## src/rtl/instr_encoder.sv

```systemverilog
// RV32 field-to-word encoder with a DEPTH-entry output FIFO and per-word address tagging.
// Optional saturating unknown-opcode counter on err_cnt when ENC_ERR_CNT_EN is defined.
module instr_encoder #(
  parameter int          DEPTH     = 4,
  parameter logic [31:0] BASE_ADDR = 32'h0000_0000
) (
  input  logic        clk,
  input  logic        rst,
  input  logic        flush,
  input  logic        in_valid,
  output logic        in_ready,
  input  logic [6:0]  opcode,
  input  logic [4:0]  rd,
  input  logic [4:0]  rs1,
  input  logic [4:0]  rs2,
  input  logic [2:0]  func3,
  input  logic [31:0] imm,
  input  logic [6:0]  func7,
  output logic        out_valid,
  input  logic        out_ready,
  output logic [31:0] out_instr,
  output logic [31:0] out_addr,
  output logic        err_unknown,
`ifdef ENC_ERR_CNT_EN
  output logic        err_misalign,
  output logic [15:0] err_cnt
);
`else
  output logic        err_misalign
);
`endif

  localparam int AW = $clog2(DEPTH);
  localparam logic [AW:0]   CNT_ONE  = (AW+1)'(1);
  localparam logic [AW:0]   CNT_FULL = (AW+1)'(DEPTH);
  localparam logic [AW-1:0] PTR_ONE  = AW'(1);

  typedef enum logic [2:0] {
    FMT_R, FMT_I, FMT_S, FMT_B, FMT_U, FMT_J, FMT_X
  } fmt_e;

  fmt_e        w_fmt;
  logic        w_shift;
  logic [31:0] w_word;
  logic        w_known;
  logic        w_accept;
  logic        w_push;
  logic        w_pop;
  logic        w_full;

  logic [31:0] r_mem_instr [DEPTH];
  logic [31:0] r_mem_addr  [DEPTH];
  logic [AW-1:0] r_wptr;
  logic [AW-1:0] r_rptr;
  logic [AW:0]   r_count;
  logic [31:0]   r_addr;
  logic          r_err_unknown;
  logic          r_err_misalign;

  always_comb begin
    w_fmt = FMT_X;
    case (opcode)
      7'b0110011, 7'b0101111:                         w_fmt = FMT_R;
      7'b0010011, 7'b0000011, 7'b1100111, 7'b1110011: w_fmt = FMT_I;
      7'b0100011:                                     w_fmt = FMT_S;
      7'b1100011:                                     w_fmt = FMT_B;
      7'b1101111:                                     w_fmt = FMT_J;
      7'b0010111, 7'b0110111:                         w_fmt = FMT_U;
      default:                                        w_fmt = FMT_X;
    endcase
  end

  // Shift-immediates carry the shamt in imm[4:0] and the funct7 bits separately.
  assign w_shift = (opcode == 7'b0010011) && ((func3 == 3'd1) || (func3 == 3'd5));

  always_comb begin
    w_word = '0;
    case (w_fmt)
      FMT_R: w_word = {func7, rs2, rs1, func3, rd, opcode};
      FMT_I: w_word = w_shift ? {func7, imm[4:0], rs1, func3, rd, opcode}
                              : {imm[11:0], rs1, func3, rd, opcode};
      FMT_S: w_word = {imm[11:5], rs2, rs1, func3, imm[4:0], opcode};
      FMT_B: w_word = {imm[12], imm[10:5], rs2, rs1, func3, imm[4:1], imm[11], opcode};
      FMT_U: w_word = {imm[31:12], rd, opcode};
      FMT_J: w_word = {imm[20], imm[10:1], imm[11], imm[19:12], rd, opcode};
      default: w_word = '0;
    endcase
  end

  assign w_known   = (w_fmt != FMT_X);
  assign w_full    = (r_count == CNT_FULL);
  assign in_ready  = !w_full && !flush;
  assign w_accept  = in_valid && in_ready;
  assign w_push    = w_accept && w_known;
  assign out_valid = (r_count != '0);
  assign w_pop     = out_valid && out_ready && !flush;

  // NOTE: storage is left unreset; the outputs are masked to zero whenever the FIFO is empty,
  // so stale contents are never visible.
  always_ff @(posedge clk) begin
    if (w_push) begin
      r_mem_instr[r_wptr] <= w_word;
      r_mem_addr[r_wptr]  <= r_addr;
    end
  end

  // NOTE: all state uses non-blocking assignment so every register samples pre-edge values.
  always_ff @(posedge clk or posedge rst) begin
    if (rst) begin
      r_wptr         <= '0;
      r_rptr         <= '0;
      r_count        <= '0;
      r_addr         <= BASE_ADDR;
      r_err_unknown  <= 1'b0;
      r_err_misalign <= 1'b0;
    end else if (flush) begin
      r_wptr         <= '0;
      r_rptr         <= '0;
      r_count        <= '0;
      r_addr         <= BASE_ADDR;
      r_err_unknown  <= 1'b0;
      r_err_misalign <= 1'b0;
    end else begin
      if (w_push) begin
        r_wptr <= r_wptr + PTR_ONE;
        r_addr <= r_addr + 32'd4;
      end
      if (w_pop) r_rptr <= r_rptr + PTR_ONE;
      if (w_push && !w_pop)      r_count <= r_count + CNT_ONE;
      else if (!w_push && w_pop) r_count <= r_count - CNT_ONE;
      r_err_unknown  <= w_accept && !w_known;
      r_err_misalign <= w_push && ((w_fmt == FMT_B) || (w_fmt == FMT_J)) && imm[0];
    end
  end

  assign out_instr    = out_valid ? r_mem_instr[r_rptr] : '0;
  assign out_addr     = out_valid ? r_mem_addr[r_rptr]  : '0;
  assign err_unknown  = r_err_unknown;
  assign err_misalign = r_err_misalign;

`ifdef ENC_ERR_CNT_EN
  logic [15:0] r_err_cnt;

  always_ff @(posedge clk or posedge rst) begin
    if (rst) begin
      r_err_cnt <= '0;
    end else if (flush) begin
      r_err_cnt <= '0;
    end else if (w_accept && !w_known && (r_err_cnt != 16'hFFFF)) begin
      r_err_cnt <= r_err_cnt + 16'd1;
    end
  end

  assign err_cnt = r_err_cnt;
`endif

endmodule
```

## config.mk

```make
export PLATFORM = sky130hd
export DESIGN_NAME = instr_encoder
export DESIGN_NICKNAME = d
export VERILOG_FILES = /design/src/rtl/instr_encoder.sv
export SDC_FILE = /design/constraint.sdc
export NUM_CORES = 1
export LEC_CHECK = 0
export ABC_AREA = 1
export ABC_CLOCK_PERIOD_IN_PS = 5400
export BUFFER_PORTS_ARGS = -buffer_cell sky130_fd_sc_hd__buf_4
export CAP_MARGIN = 20
export CELL_PAD_IN_SITES_DETAIL_PLACEMENT = 2
export CELL_PAD_IN_SITES_GLOBAL_PLACEMENT = 2
export CORE_MARGIN = 5
export CORE_UTILIZATION = 38
export DETAILED_ROUTE_END_ITERATION = 7
export PLACE_DENSITY = 0.87
export SLEW_MARGIN = 0
export SYNTH_ARGS = -nofsm -noshare
export SYNTH_HDL_FRONTEND = slang
export SYNTH_SLANG_ARGS = --single-unit
```

## constraint.sdc

```tcl
create_clock -name clk -period 5.4 [get_ports clk]
set_clock_uncertainty 0.2 [all_clocks]
set_input_delay 0.81 -clock clk [delete_from_list [all_inputs] [get_ports clk]]
set_output_delay 0.81 -clock clk [all_outputs]
set_load 0.005 [all_outputs]
```

**Yosys cells after proc, flatten, opt, wreduce, memory -nomap -nowiden**

Memory sizes are Yosys's and may differ from the RTL's.
Index checks and enable logic that the tools add are counted.

- Eq/ne operators: 20
- Add/subtract/negate cells: 5
- Reduce and logical (&&, ||, !) cells: 26
- Multiplexer cells: 18

Operator list:

| operator | number |
|---|---|
| $pmux W32 S6 | 1 |
| $mux W32 | 5 |
| $add A32 B3 Y32 const B | 1 |
| $eq A7 B6 Y1 const B | 4 |
| $eq A7 B7 Y1 const B | 4 |
| $pmux W3 S6 | 1 |
| $eq A7 B5 Y1 const B | 2 |
| $eq A3 B3 Y1 const B | 4 |
| $logic_and A1 B1 Y1 | 11 |
| $mux W3 | 3 |
| $mux W2 | 4 |
| $eq A7 B2 Y1 const B | 1 |
| $eq A3 B1 Y1 const B | 2 |
| $eq A3 B2 Y1 const B | 2 |
| $reduce_bool A3 Y1 | 2 |
| $logic_not A1 Y1 | 5 |
| $add A2 B1 Y2 const B | 2 |
| $mux W1 | 4 |
| $reduce_bool A2 Y1 | 2 |
| $reduce_or A2 Y1 | 2 |
| $reduce_or A4 Y1 | 1 |
| $add A3 B1 Y3 const B | 1 |
| $logic_not A3 Y1 | 1 |
| $ne A3 B3 Y1 const B | 1 |
| 2 further kinds | 3 |

- Bits in writable memories: 256
- Input port bits: 69
- Logic and storage cells: 77
- Register bits: 41
- Memories: 2
- Output and inout port bits: 68

Memory list:

| memory | words | width | rd ports | clocked after Yosys merged registers in | wr ports | RTL line | source |
|---|---|---|---|---|---|---|---|
| r_mem_addr | 4 | 32 | 1 | 0 | 1 | 52 | `logic [31:0] r_mem_addr [DEPTH];` |
| r_mem_instr | 4 | 32 | 1 | 0 | 1 | 51 | `logic [31:0] r_mem_instr [DEPTH];` |

**Logic depth before layout (Yosys ltp)**

- Depth after elaboration: 10
- Depth in mapped cells: 17
- Depth with buffers taken out: 17

**Least setup slack after synthesis**

No wires, ideal clock.

- Path type: input-to-reg
- From: input port opcode[3]
- To: memory r_mem_addr[0][10], enable pin
- Arrival time: 4.778 ns
- Stages: 11
- Path slack: -0.060 ns
- Required time: 4.718 ns
- Buffers on the path: 1
- Library setup time: 0.482 ns
- Cells stage by stage: inv_1 -> nand2_1 -> nor2_1 -> nand3_1 -> nand2_1 -> inv_1 -> ha_1 -> nand3_2 -> o21bai_4 -> buf_2 -> nor2_1

- Longest elaborated chain between the ends: 7
- Elaborated cells between the ends (all ways): 19
- Those cells by class: 12 x eq/ne; 3 x mux; 4 x reduce/logical

Ends and longest elaborated chain:

| what | RTL line | source |
|---|---|---|
| start, declared | 12 | `input logic [6:0] opcode,` |
| $eq A7 B5 Y1 (tied with other cells) | 62 | `case (opcode)` |
| $reduce_or A4 Y1 / $reduce_or A2 Y1 (equally long branches) | 62 |  |
| $pmux W3 S6 * | 62 |  |
| $ne A3 B3 Y1 * | 90 | `assign w_known = (w_fmt != FMT_X);` |
| $logic_and A1 B1 Y1 * | 94 | `assign w_push = w_accept && w_known;` |
| $mux W1 * | 101 | `if (w_push) begin` |
| $mux W1 (implied by the code) * | 103 | `r_mem_addr[r_wptr] <= r_addr;` |
| end, declared | 52 |  |

Mark *: on every way between the ends. The rest lies on a longest branch, timed or not.

**Worst setup path after layout**

- From: register r_rptr[0]
- To: output port out_instr[10]

- Longest elaborated chain between the ends: 2

Ends and longest elaborated chain:

| what | RTL line | source |
|---|---|---|
| start, declared | 54 | `logic [AW-1:0] r_rptr;` |
| start signal, assigned | 128 | `if (w_pop) r_rptr <= r_rptr + PTR_ONE;` |
| $mem_v2 Z4 W32 | -- |  |
| $mux W32 | 136 | `assign out_instr = out_valid ? r_mem_instr[r_rptr] : '0;` |
| end, declared | 21 | `output logic [31:0] out_instr,` |

Every way passes these cells.

==> flow_summary.ini <==
[cts]
cts.sinks = 287
holdBufCountCts = 0
insertion_delay_ns = 0.57
htree_num_levels = 1
clk_pin_slew_ns = 0.07
cts-resized-gates = 0
clockBufferDepth = 3
post_cts_buffers = 0
cts_made_buffers = 31
root_buffer = clkbuf_16
cts_tree = done

[power_and_ir_drop]
peakVddDrop_v = 0.000238
p_per_area_nw_per_um2 = 403
power_leakage_nw = 5.84
comb_power_share = 0.242
power_frac_seq = 0.399
p_sw_frac = 0.309
pwr-share-clk = 0.360
switching_power_w = 0.00192
p_int_w = 0.00430

[place]
numPortBuffers = 134
dpl.hpwl_mm = 30.8
dp_slack_ns = 0.901
gp_congestion = 0.858

[synth]
synth_top_flop_cell = edfxtp_1
synth_cell_types = 44
yosysTopAreaCell = edfxtp_1
yosysTopAreaCellShare = 0.577
ys_ff_latch = 287
async_reset_ff_frac = 0.136
ys.warnings.count = 0
yosysMostFrequentCell = nor2_1
synth_edf_count = 248
syn_avg_cell_area_um2 = 10.3
synthTopCellsByCount = nor2_1, edfxtp_1, nand2_1, o21ai_0, a21oi_1
synth.area.top_cells = edfxtp_1, nor2_1, dfrtp_1
synthesis.area_um2 = 12900
synthCells = 1252
ys_seq_area_frac = 0.653

[worst_setup_path]
worstSetupPathType = register to output port
end_kind = output port
crit_required_ns = 4.39
cp_max_fo = 71
cp.arrival_ns = 3.22
cp-start-kind = register

[grt]
grt_usage = 0.257
overflow = 0
antenna_found_initial = 0
grt_first_pass_wirelength_mm = 75.2
grt_pass1_vias = 11800
grt_max_degree = 90

[die]
start_util = 0.385
core_area_um2 = 33500
die_h_um = 194
die_w_um = 194
row_count = 67
ioPinCount = 137
dieArea_um2 = 37700

[sta]
max_freq_mhz = 237
tightest_slew_ns = 0.912
setup_violations = 0
hold_viol = 0
fin_setup_tns_ns = 0
period_minus_slack_ns = 4.23
rsz0062_at_grt = false
slew_violations = 0
period_share = 0.783
slew_headroom = 0.387
fin_ws_ns = 1.17

[job]
cap_violations = 0

[cells_and_area]
drive_gt1_frac = 0.176
area_growth_pct = 19.6
final_nets = 1450
nFillCells = 3434
antennaDiodeCount = 0
final_core_util = 0.460

[routing]
ant_nets = 0
wl_per_cell_um = 26.8
vias = 10400
detail_route.iter0.violations = 733
viasPerCell = 5.64
wl_mm = 49.5
drc_errors = 0
dr.pass1.iters = 5

[worst_hold_path]
hp-class = primary input to asynchronous set/reset pin

[run_status]
status = finished, final reports clean
==> cell families after synthesis <==
family | count (synthesis) | share of synthesized area
simple gates | 555 | 0.181
other cells | 1 | 0.000291
fa+ha+maj | 7 | 0.00737
flops | 287 | 0.653
buf+inv | 138 | 0.0440
compound gates | 249 | 0.104
xor+xnor | 15 | 0.0102
==> final timing paths <==
| check | slack, ns | start | to | cells past startpoint |
|---|---|---|---|---|
| max in group asynchronous | 4.31 | rst | r_rptr[0]$_DFFE_PP0P_ | 3 |
| worst min register to register | 0.39 | r_addr[8]$_DFFE_PP0N_ | r_mem_addr[3][8]$_DFFE_PP_ | 0 |
| worst min-delay path | 0.20 | rst | r_addr[30]$_DFFE_PP0N_ | 3 |
| worst max-delay path | 1.17 | r_rptr[0]$_DFFE_PP0P_ | out_instr[10] | 6 |
| min in group clk | 0.39 | r_addr[8]$_DFFE_PP0N_ | r_mem_addr[3][8]$_DFFE_PP_ | 0 |
| worst max register to register | 2.20 | r_count[1]$_DFFE_PP0P_ | r_mem_addr[2][16]$_DFFE_PP_ | 6 |
==> worst max-delay path, stage by stage, from the launching register on <==
cell	delay (ns)
dfrtp_4	0.88
buf_4	0.76
nor2_1	0.12
nor2_1	0.16
o21ai_0	0.15
a21oi_1	0.34
buf_4	0.18
==> placed cells by master, fill, tap and decap left out, types with 2 or more instances in the layout <==
master     Yosys  layout
nor2_1       314     310
clkbuf_16      0      31
a31oi_1        3       3
buf_12         0       3
xor2_1         9       9
nand3_1       26      26
nand2_2        6       6
nand4_1       11      11
xnor2_1        6       6
o21ai_1        9       9
nor2_4         6      10
ha_1           6       6
a31oi_2        4       4
inv_1         67      66
dfrtp_1       39      37
clkinv_2       0       4
a21oi_2        5       5
nand2_4        6       6
o21ai_0      143     143
buf_4          3     146
clkbuf_8       0       2
a21oi_1       74      74
o31ai_1        5       5
conb_1         1       2
nand3_2        2       2
bufinv_16      0       5
edfxtp_1     248     248
clkbuf_1      40       8
nor4_1         3       3
clkinv_1       0       6
nor2_2         4       4
inv_2          9       9
nor3_1        27      27
inv_6          0       2
nand2_1      145     145
==> through the flow <==
step | total power, W | std cells | hold WS [ns] | instance area [µm²]
2_1_floorplan | 0.00318 | 1253 | 0.271 | 12900
3_3_place_gp | 0.00394 | 1789 | 0.334 | 14400
3_5_place_dp | 0.00401 | 1789 | 0.370 | 14400
4_1_cts | 0.00628 | 1846 | 0.210 | 15400
5_1_grt | 0.00650 | 1846 | 0.234 | 15400
6_report | 0.00622 | 1846 | 0.200 | 15400
==> routing by layer <==
metal	GRT usage	vias up	part of all wire
met5	0	-	0
met4	0.105	0	0.044
met3	0.0408	130	0.051
met2	0.442	390	0.50
met1	0.325	5373	0.41
li1	-	4511	-
==> flip-flops by register name (all words and copies together) (netlist names) <==
register / cells
err_misalign: 1
err_unknown: 1
r_addr: 30
r_count: 3
r_mem_addr: 120
r_mem_instr: 128
r_rptr: 2
r_wptr: 2
==> area by class of cell <==
type                            instances  area [µm²]  area share
Clock inverter                         16         206      0.0134
Clock buffer                           41         833      0.0540
Tap cell                              448         561      0.0363
Multi-Input combinational cell        828        3950       0.256
Sequential cell                       287        8430       0.546
Timing Repair Buffer                  149        1160      0.0750
Inverter                               77         292      0.0189
==> power by group through the flow <==
stage	Combinational, W	Sequential [W]	Clock (W)
final	0.00150	0.00248	0.00224
after global routing	0.00164	0.00248	0.00237
after CTS	0.00153	0.00248	0.00227
after detailed placement	0.00149	0.00252	0
after global placement	0.00142	0.00252	0
after floorplan	0.000711	0.00247	0
No activity file was read; power rests on OpenSTA's default activity.
